[src/rtl/asu_ddr5_pkg.sv]
// Shared write-path definitions for the DDR5 PHY: burst geometry and the
// write-CRC sequencer state encoding.
package asu_ddr5_pkg;

  localparam int cBURST_XFERS = 8;
  localparam int cBEAT_CNT_W  = 3;

  typedef enum logic [1:0] {
    IDLE = 2'd0,
    DATA = 2'd1,
    CRC  = 2'd2
  } crc_state_e;

endpackage

[src/rtl/asu_ddr5_crc_ctrl_if.sv]
// Write-data / CRC-engine / DQ-serializer signal bundle around the write-CRC sequencer.
interface asu_ddr5_crc_ctrl_if #(
  parameter int pDRAM_SIZE = 4
);

  logic                      crc_wr_en_i;
  logic                      wr_valid_i;
  logic [2*pDRAM_SIZE-1:0]   wr_data_i;
  logic                      wr_ready_o;
  logic                      crc_en_o;
  logic [2*pDRAM_SIZE-1:0]   crc_data_o;
  logic [2*pDRAM_SIZE-1:0]   crc_code_i;
  logic                      dq_valid_o;
  logic [2*pDRAM_SIZE-1:0]   dq_data_o;
  logic                      dq_crc_o;
  logic                      busy_o;
  logic                      burst_err_o;

  modport master (
    output crc_wr_en_i, wr_valid_i, wr_data_i, crc_code_i,
    input  wr_ready_o, crc_en_o, crc_data_o, dq_valid_o, dq_data_o,
           dq_crc_o, busy_o, burst_err_o
  );

  modport slave (
    input  crc_wr_en_i, wr_valid_i, wr_data_i, crc_code_i,
    output wr_ready_o, crc_en_o, crc_data_o, dq_valid_o, dq_data_o,
           dq_crc_o, busy_o, burst_err_o
  );

endinterface

[src/rtl/asu_ddr5_crc_ctrl.sv]
// Write-CRC sequencer: forwards an 8-transfer burst to the DQ path and, when
// write CRC is enabled, appends the CRC engine's code as a 9th transfer.
//
// state | meaning
// IDLE  | waiting for transfer 0 of a burst
// DATA  | accepting transfers 1..7
// CRC   | one-cycle slot where the CRC transfer is issued; input stalled
module asu_ddr5_crc_ctrl
  import asu_ddr5_pkg::*;
#(
  parameter int pDRAM_SIZE = 4
) (
  input  logic                 clk_i,
  input  logic                 rst_i,
  asu_ddr5_crc_ctrl_if.slave   bus
);

  localparam int cXFER_W = 2 * pDRAM_SIZE;
  localparam logic [cBEAT_CNT_W-1:0] cLAST_BEAT = cBEAT_CNT_W'(cBURST_XFERS - 1);

  crc_state_e              state;
  logic [cBEAT_CNT_W-1:0]  beat_cnt;
  logic                    crc_mode;
  logic                    wr_ready_q;
  logic                    dq_valid_q;
  logic                    dq_crc_q;
  logic                    crc_en_q;
  logic [cXFER_W-1:0]      dq_data_q;
  logic [cXFER_W-1:0]      crc_data_q;
  logic                    busy_q;
  logic                    burst_err_q;

  assign bus.wr_ready_o  = wr_ready_q;
  assign bus.crc_en_o    = crc_en_q;
  assign bus.crc_data_o  = crc_data_q;
  assign bus.dq_valid_o  = dq_valid_q;
  assign bus.dq_crc_o    = dq_crc_q;
  assign bus.busy_o      = busy_q;
  assign bus.burst_err_o = burst_err_q;

  // The engine's code only becomes valid in the cycle the CRC transfer is on
  // the bus, so it is passed through rather than registered to keep the
  // stream gap-free.
  assign bus.dq_data_o = dq_crc_q ? bus.crc_code_i : dq_data_q;

  always_ff @(posedge clk_i or negedge rst_i) begin
    if (!rst_i) begin
      state       <= IDLE;
      beat_cnt    <= '0;
      crc_mode    <= 1'b0;
      wr_ready_q  <= 1'b1;
      dq_valid_q  <= 1'b0;
      dq_crc_q    <= 1'b0;
      crc_en_q    <= 1'b0;
      dq_data_q   <= '0;
      crc_data_q  <= '0;
      busy_q      <= 1'b0;
      burst_err_q <= 1'b0;
    end else begin
      dq_crc_q <= 1'b0;
      case (state)
        IDLE: begin
          dq_valid_q <= bus.wr_valid_i;
          crc_en_q   <= 1'b0;
          if (bus.wr_valid_i) begin
            dq_data_q  <= bus.wr_data_i;
            crc_data_q <= bus.wr_data_i;
            crc_mode   <= bus.crc_wr_en_i;
            crc_en_q   <= bus.crc_wr_en_i;
            beat_cnt   <= cBEAT_CNT_W'(1);
            busy_q     <= 1'b1;
            state      <= DATA;
          end
        end
        DATA: begin
          if (bus.wr_valid_i) begin
            dq_valid_q <= 1'b1;
            dq_data_q  <= bus.wr_data_i;
            crc_data_q <= bus.wr_data_i;
            crc_en_q   <= crc_mode;
            beat_cnt   <= beat_cnt + 1'b1;
            if (beat_cnt == cLAST_BEAT) begin
              if (crc_mode) begin
                wr_ready_q <= 1'b0;
                state      <= CRC;
              end else begin
                busy_q <= 1'b0;
                state  <= IDLE;
              end
            end
          end else begin
            // Stream broken mid-burst: abandon it without a CRC transfer.
            burst_err_q <= 1'b1;
            dq_valid_q  <= 1'b0;
            crc_en_q    <= 1'b0;
            beat_cnt    <= '0;
            busy_q      <= 1'b0;
            state       <= IDLE;
          end
        end
        CRC: begin
          dq_valid_q <= 1'b1;
          dq_crc_q   <= 1'b1;
          crc_en_q   <= 1'b0;
          wr_ready_q <= 1'b1;
          beat_cnt   <= '0;
          busy_q     <= 1'b0;
          state      <= IDLE;
        end
        default: begin
          dq_valid_q <= 1'b0;
          crc_en_q   <= 1'b0;
          wr_ready_q <= 1'b1;
          busy_q     <= 1'b0;
          state      <= IDLE;
        end
      endcase
    end
  end

endmodule

[src/flat_wrapper.sv]
// flat-port wrapper written by rule: the top's interface ports become plain ports
module asu_ddr5_crc_ctrl_flat import asu_ddr5_pkg::*;
#(
  parameter int pDRAM_SIZE = 4
)
  (clk_i, rst_i, bus_crc_wr_en_i, bus_wr_valid_i, bus_wr_data_i, bus_crc_code_i, bus_wr_ready_o, bus_crc_en_o, bus_crc_data_o, bus_dq_valid_o, bus_dq_data_o, bus_dq_crc_o, bus_busy_o, bus_burst_err_o);
  asu_ddr5_crc_ctrl_if #(.pDRAM_SIZE(pDRAM_SIZE)) bus_i ();
  input  logic clk_i;
  input  logic rst_i;
  input wire logic [$bits(bus_i.crc_wr_en_i)-1:0] bus_crc_wr_en_i;
  input wire logic [$bits(bus_i.wr_valid_i)-1:0] bus_wr_valid_i;
  input wire logic [$bits(bus_i.wr_data_i)-1:0] bus_wr_data_i;
  input wire logic [$bits(bus_i.crc_code_i)-1:0] bus_crc_code_i;
  output wire logic [$bits(bus_i.wr_ready_o)-1:0] bus_wr_ready_o;
  output wire logic [$bits(bus_i.crc_en_o)-1:0] bus_crc_en_o;
  output wire logic [$bits(bus_i.crc_data_o)-1:0] bus_crc_data_o;
  output wire logic [$bits(bus_i.dq_valid_o)-1:0] bus_dq_valid_o;
  output wire logic [$bits(bus_i.dq_data_o)-1:0] bus_dq_data_o;
  output wire logic [$bits(bus_i.dq_crc_o)-1:0] bus_dq_crc_o;
  output wire logic [$bits(bus_i.busy_o)-1:0] bus_busy_o;
  output wire logic [$bits(bus_i.burst_err_o)-1:0] bus_burst_err_o;
  assign bus_i.crc_wr_en_i = bus_crc_wr_en_i;
  assign bus_i.wr_valid_i = bus_wr_valid_i;
  assign bus_i.wr_data_i = bus_wr_data_i;
  assign bus_i.crc_code_i = bus_crc_code_i;
  assign bus_wr_ready_o = bus_i.wr_ready_o;
  assign bus_crc_en_o = bus_i.crc_en_o;
  assign bus_crc_data_o = bus_i.crc_data_o;
  assign bus_dq_valid_o = bus_i.dq_valid_o;
  assign bus_dq_data_o = bus_i.dq_data_o;
  assign bus_dq_crc_o = bus_i.dq_crc_o;
  assign bus_busy_o = bus_i.busy_o;
  assign bus_burst_err_o = bus_i.burst_err_o;
  asu_ddr5_crc_ctrl #(.pDRAM_SIZE(pDRAM_SIZE)) u_core (.clk_i(clk_i), .rst_i(rst_i), .bus(bus_i));
endmodule
[config.mk]
export PLATFORM = sky130hd
export DESIGN_NAME = asu_ddr5_crc_ctrl_flat
export DESIGN_NICKNAME = d
export VERILOG_FILES = /design/src/rtl/asu_ddr5_pkg.sv /design/src/rtl/asu_ddr5_crc_ctrl_if.sv /design/src/rtl/asu_ddr5_crc_ctrl.sv /design/src/flat_wrapper.sv
export SDC_FILE = /design/constraint.sdc
export NUM_CORES = 1
export LEC_CHECK = 0
export CAP_MARGIN = 20
export CORE_AREA = 3 3 57 59
export DETAILED_ROUTE_END_ITERATION = 6
export DIE_AREA = 0 0 60 62
export PLACE_DENSITY = 0.78
export SLEW_MARGIN = 20
export SYNTH_ARGS = -nofsm -noshare
export SYNTH_HDL_FRONTEND = slang
export SYNTH_SLANG_ARGS = --single-unit
[constraint.sdc]
create_clock -name clk_i -period 1.5 [get_ports clk_i]
set_input_delay 0.225 -clock clk_i [delete_from_list [all_inputs] [get_ports clk_i]]
set_output_delay 0.225 -clock clk_i [all_outputs]
set_load 0.05 [all_outputs]
==> impl_metrics.csv <==
group,metric,value,unit
logic_synthesis,seq_area_frac_synth,48.1,%
place,dp_cells,163,
die,rows,19,
timing,final.setup.tns,-425,ps
timing,setup_viol,8,
route,dr.first_iter.drc_count,20,
hold_path,hold_path.class,"in2async",
logic_synthesis,synthArstFlopShare,100,%
cts,cts-root-buf,"clkbuf_4",
logic_synthesis,syn_nets,112,
global_route,grt_max_degree,21,
route,via_count,893,
timing,tightest_slew,330,ps
final_layout,diodes,0,
critical_path,critPathMaxFanout,4,
logic_synthesis,synth_commonest_cells,"dfrtp_1 (19), mux2_2 (17), ha_1 (7), inv_1 (5), nor2_1 (4)",
final_layout,regMostFlops,"u_core.dq_data_q",
timing,hold_viol_final,0,
die,start_util,37.8,%
timing,fin_skew,7.11,ps
route,routed_via_density,5.16,
die,die-area,0.00372,mm2
timing,relSlewSlack,77.9,%
global_route,grt_pass1_wl,4.04,mm
timing,period_needed,1560,ps
global_route,gr-usage-all-layers,14.5,%
route,wl,2.62,mm
logic_synthesis,synth_top_cell_area_share,45.6,%
place,dp_hpwl,2.00,mm
logic_synthesis,synth_top_area_cell,"dfrtp_1",
logic_synthesis,synth_edf_count,0,
die,die_y,62,um
final_layout,finalNonFillerCells,173,
cts,htreeDepth,1,
place,placed_cell_area,0.00164,mm2
die,io_pins,42,
outcome,status,"complete, but fails checks",
critical_path,critical_path.slowest_cell,"dfrtp_2",
route,routedWlPerCell,15.2,um
final_layout,fillers,214,
cts,cts_buffers,3,
timing,slew_viol_final,0,
timing,fin_ws,-57.3,ps
critical_path,path_cells,"buf_4, mux2_2, buf_12",
global_route,overflow,0,
outcome,failed_checks,"negative setup slack",
critical_path,cp-start-kind,"flip-flop",
critical_path,crit_path_max_incr_delay,390,ps
route,first_pass_iters,4,
logic_synthesis,yosysUniqueCellTypes,26,
run,drv_cap,0,
global_route,antenna_found_initial,0,
power,cellPowerDensity,2090,mW/mm2
global_route,grt_pass1_vias,858,
final_layout,reg_top3,"u_core.dq_data_q (8), u_core.beat_cnt (3), u_core.state (2)",
cts,clk_latency,300,ps
logic_synthesis,netlist_instances,85,
logic_synthesis,ys.flop_type,"dfrtp_1",
power,vdd_drop_max,1610,uV
final_layout,fin_nets,170,
logic_synthesis,synth_most_common_cell,"dfrtp_1",
cts,clock-sinks,20,
final_layout,syn2layout_area_growth,68.8,%
place,gp_congestion,0.839,
final_layout,largest_register_ffs,8,
cts,cts_buffer_depth,2,
cts,cts_tree,"yes",
route,ant_nets,0,
logic_synthesis,yosys_warnings,0,
logic_synthesis,ys_seq_elements,20,
logic_synthesis,synth_area,0.00104,mm2
route,drc,0,
critical_path,required,1270,ps
critical_path,crit_type,"reg2out",
final_layout,drive_above_1_share,45.8,%
die,die_w,60,um
timing,finalCritPeriodShare,104,%
critical_path,end_kind,"output pin",
power,p_leak,0.798,nW
timing,grt_setup_unrepaired,"yes",
critical_path,arrival,1330,ps
logic_synthesis,synthTopCellsByArea,"dfrtp_1 (46%), mux2_2 (18%), ha_1 (8.4%)",
logic_synthesis,syn_area_per_cell,12.3,um2
place,port_buffers,41,
final_layout,fin_area,0.00176,mm2
timing,max_freq,642,MHz
die,fp.coreArea,0.00276,mm2
cts,clk_pin_slew_worst_paths,120,ps
cts,ctsHoldBuffers,0,
-- worst max-delay path: cells and delay by family (launching register included) --
family / cells / cell delay (ps)
flip-flops: 1 / 390
buffers and inverters: 2 / 290
multiplexers: 1 / 360
-- routing by layer --
| metal | GRT usage, % | up-vias | wire length, um |
|---|---|---|---|
| li1 | - | 419 | - |
| met1 | 17.5 | 426 | 1000 |
| met2 | 27.0 | 44 | 1370 |
| met3 | 2.69 | 4 | 236 |
| met4 | 2.85 | 0 | 16 |
| met5 | 0 | - | 0 |
-- final timing paths --
kind / slack [ps] / startpoint / depth (start not counted) / end
max in group asynchronous: 990 / rst_i / 2 / u_core.bus.wr_ready_o
min in group clk_i: 470 / u_core.bus.burst_err_o / 1 / u_core.bus.burst_err_o
worst max register to register: 70 / u_core.state[0] / 5 / u_core.beat_cnt[0]
worst min-delay path: 240 / rst_i / 2 / u_core.bus.burst_err_o
worst min register to register: 470 / u_core.bus.burst_err_o / 1 / u_core.bus.burst_err_o
worst max-delay path: -60 / u_core.bus.dq_crc_o / 3 / bus_dq_data_o[1]
-- area by class of cell --
class / instances / area [um2] / area share, %
well taps: 31 / 38.8 / 2.20
repair buffers: 56 / 634 / 36.0
multi-input cells: 57 / 541 / 30.7
inverters: 5 / 18.8 / 1.07
clock buffers: 4 / 26.3 / 1.49
flip-flops and latches: 20 / 503 / 28.6
-- cells by family (layout without fill, tap and decap cells) --
group                    count (synthesis)  after routing  synth area share (%)
buffers and inverters                    8             65                  3.84
multiplexers                            19             19                  20.3
AO/OA/AOI/OAI                           15             15                  11.6
flip-flops                              20             20                  48.1
adder cells (fa/ha/maj)                  7              7                  8.39
AND/OR/NAND/NOR                         16             16                  7.79
-- timing repair --
item                                    in CTS  in global routing
endpoints found under the setup margin      17                 19
pin swaps                                    1                  1
setup buffers                                4                  2
resized for setup                            9                  4
gates cloned                                 0                  0
-- where the power goes --
group | leakage [nW] | internal (mW) | total, mW | switching (mW)
combinational | 0.545 | 1.19 | 2.53 | 1.34
sequential | 0.238 | 0.727 | 0.882 | 0.155
clock | 0.0150 | 0.103 | 0.270 | 0.167
-- placed cells by master, fill, tap and decap left out --
cell type	n
o2bb2ai_1	1
dfrtp_2	1
dfrtp_1	18
and2_1	2
dfstp_2	1
nor2_1	4
a22o_1	1
clkdlybuf4s50_1	19
nor2b_1	2
mux2i_1	2
a32oi_1	1
inv_1	4
buf_12	13
ha_1	3
a21oi_1	2
or2_1	1
a21o_1	1
mux2_4	5
o211ai_1	1
a32o_1	1
clkbuf_4	3
mux2_2	12
buf_6	1
ha_2	3
inv_2	1
nor3_1	1
clkbuf_1	1
a311o_1	1
o21ai_4	1
o22ai_1	3
buf_4	23
o31ai_1	2
ha_4	1
nand2_1	3
nand2b_1	3
-- stage by stage --
step	hold slack, ps	worst slack (ps)	util [%]	total power, mW
floorplan	-70.6	0.277	-	2.26
global placement	443	-8.01	59.3	3.22
detailed placement	447	-50.5	59.3	3.30
CTS	252	-57.0	62.7	3.63
global route	265	-93.5	63.9	3.84
finish	238	-57.3	63.9	3.68
(Power assumes the default switching activity.)
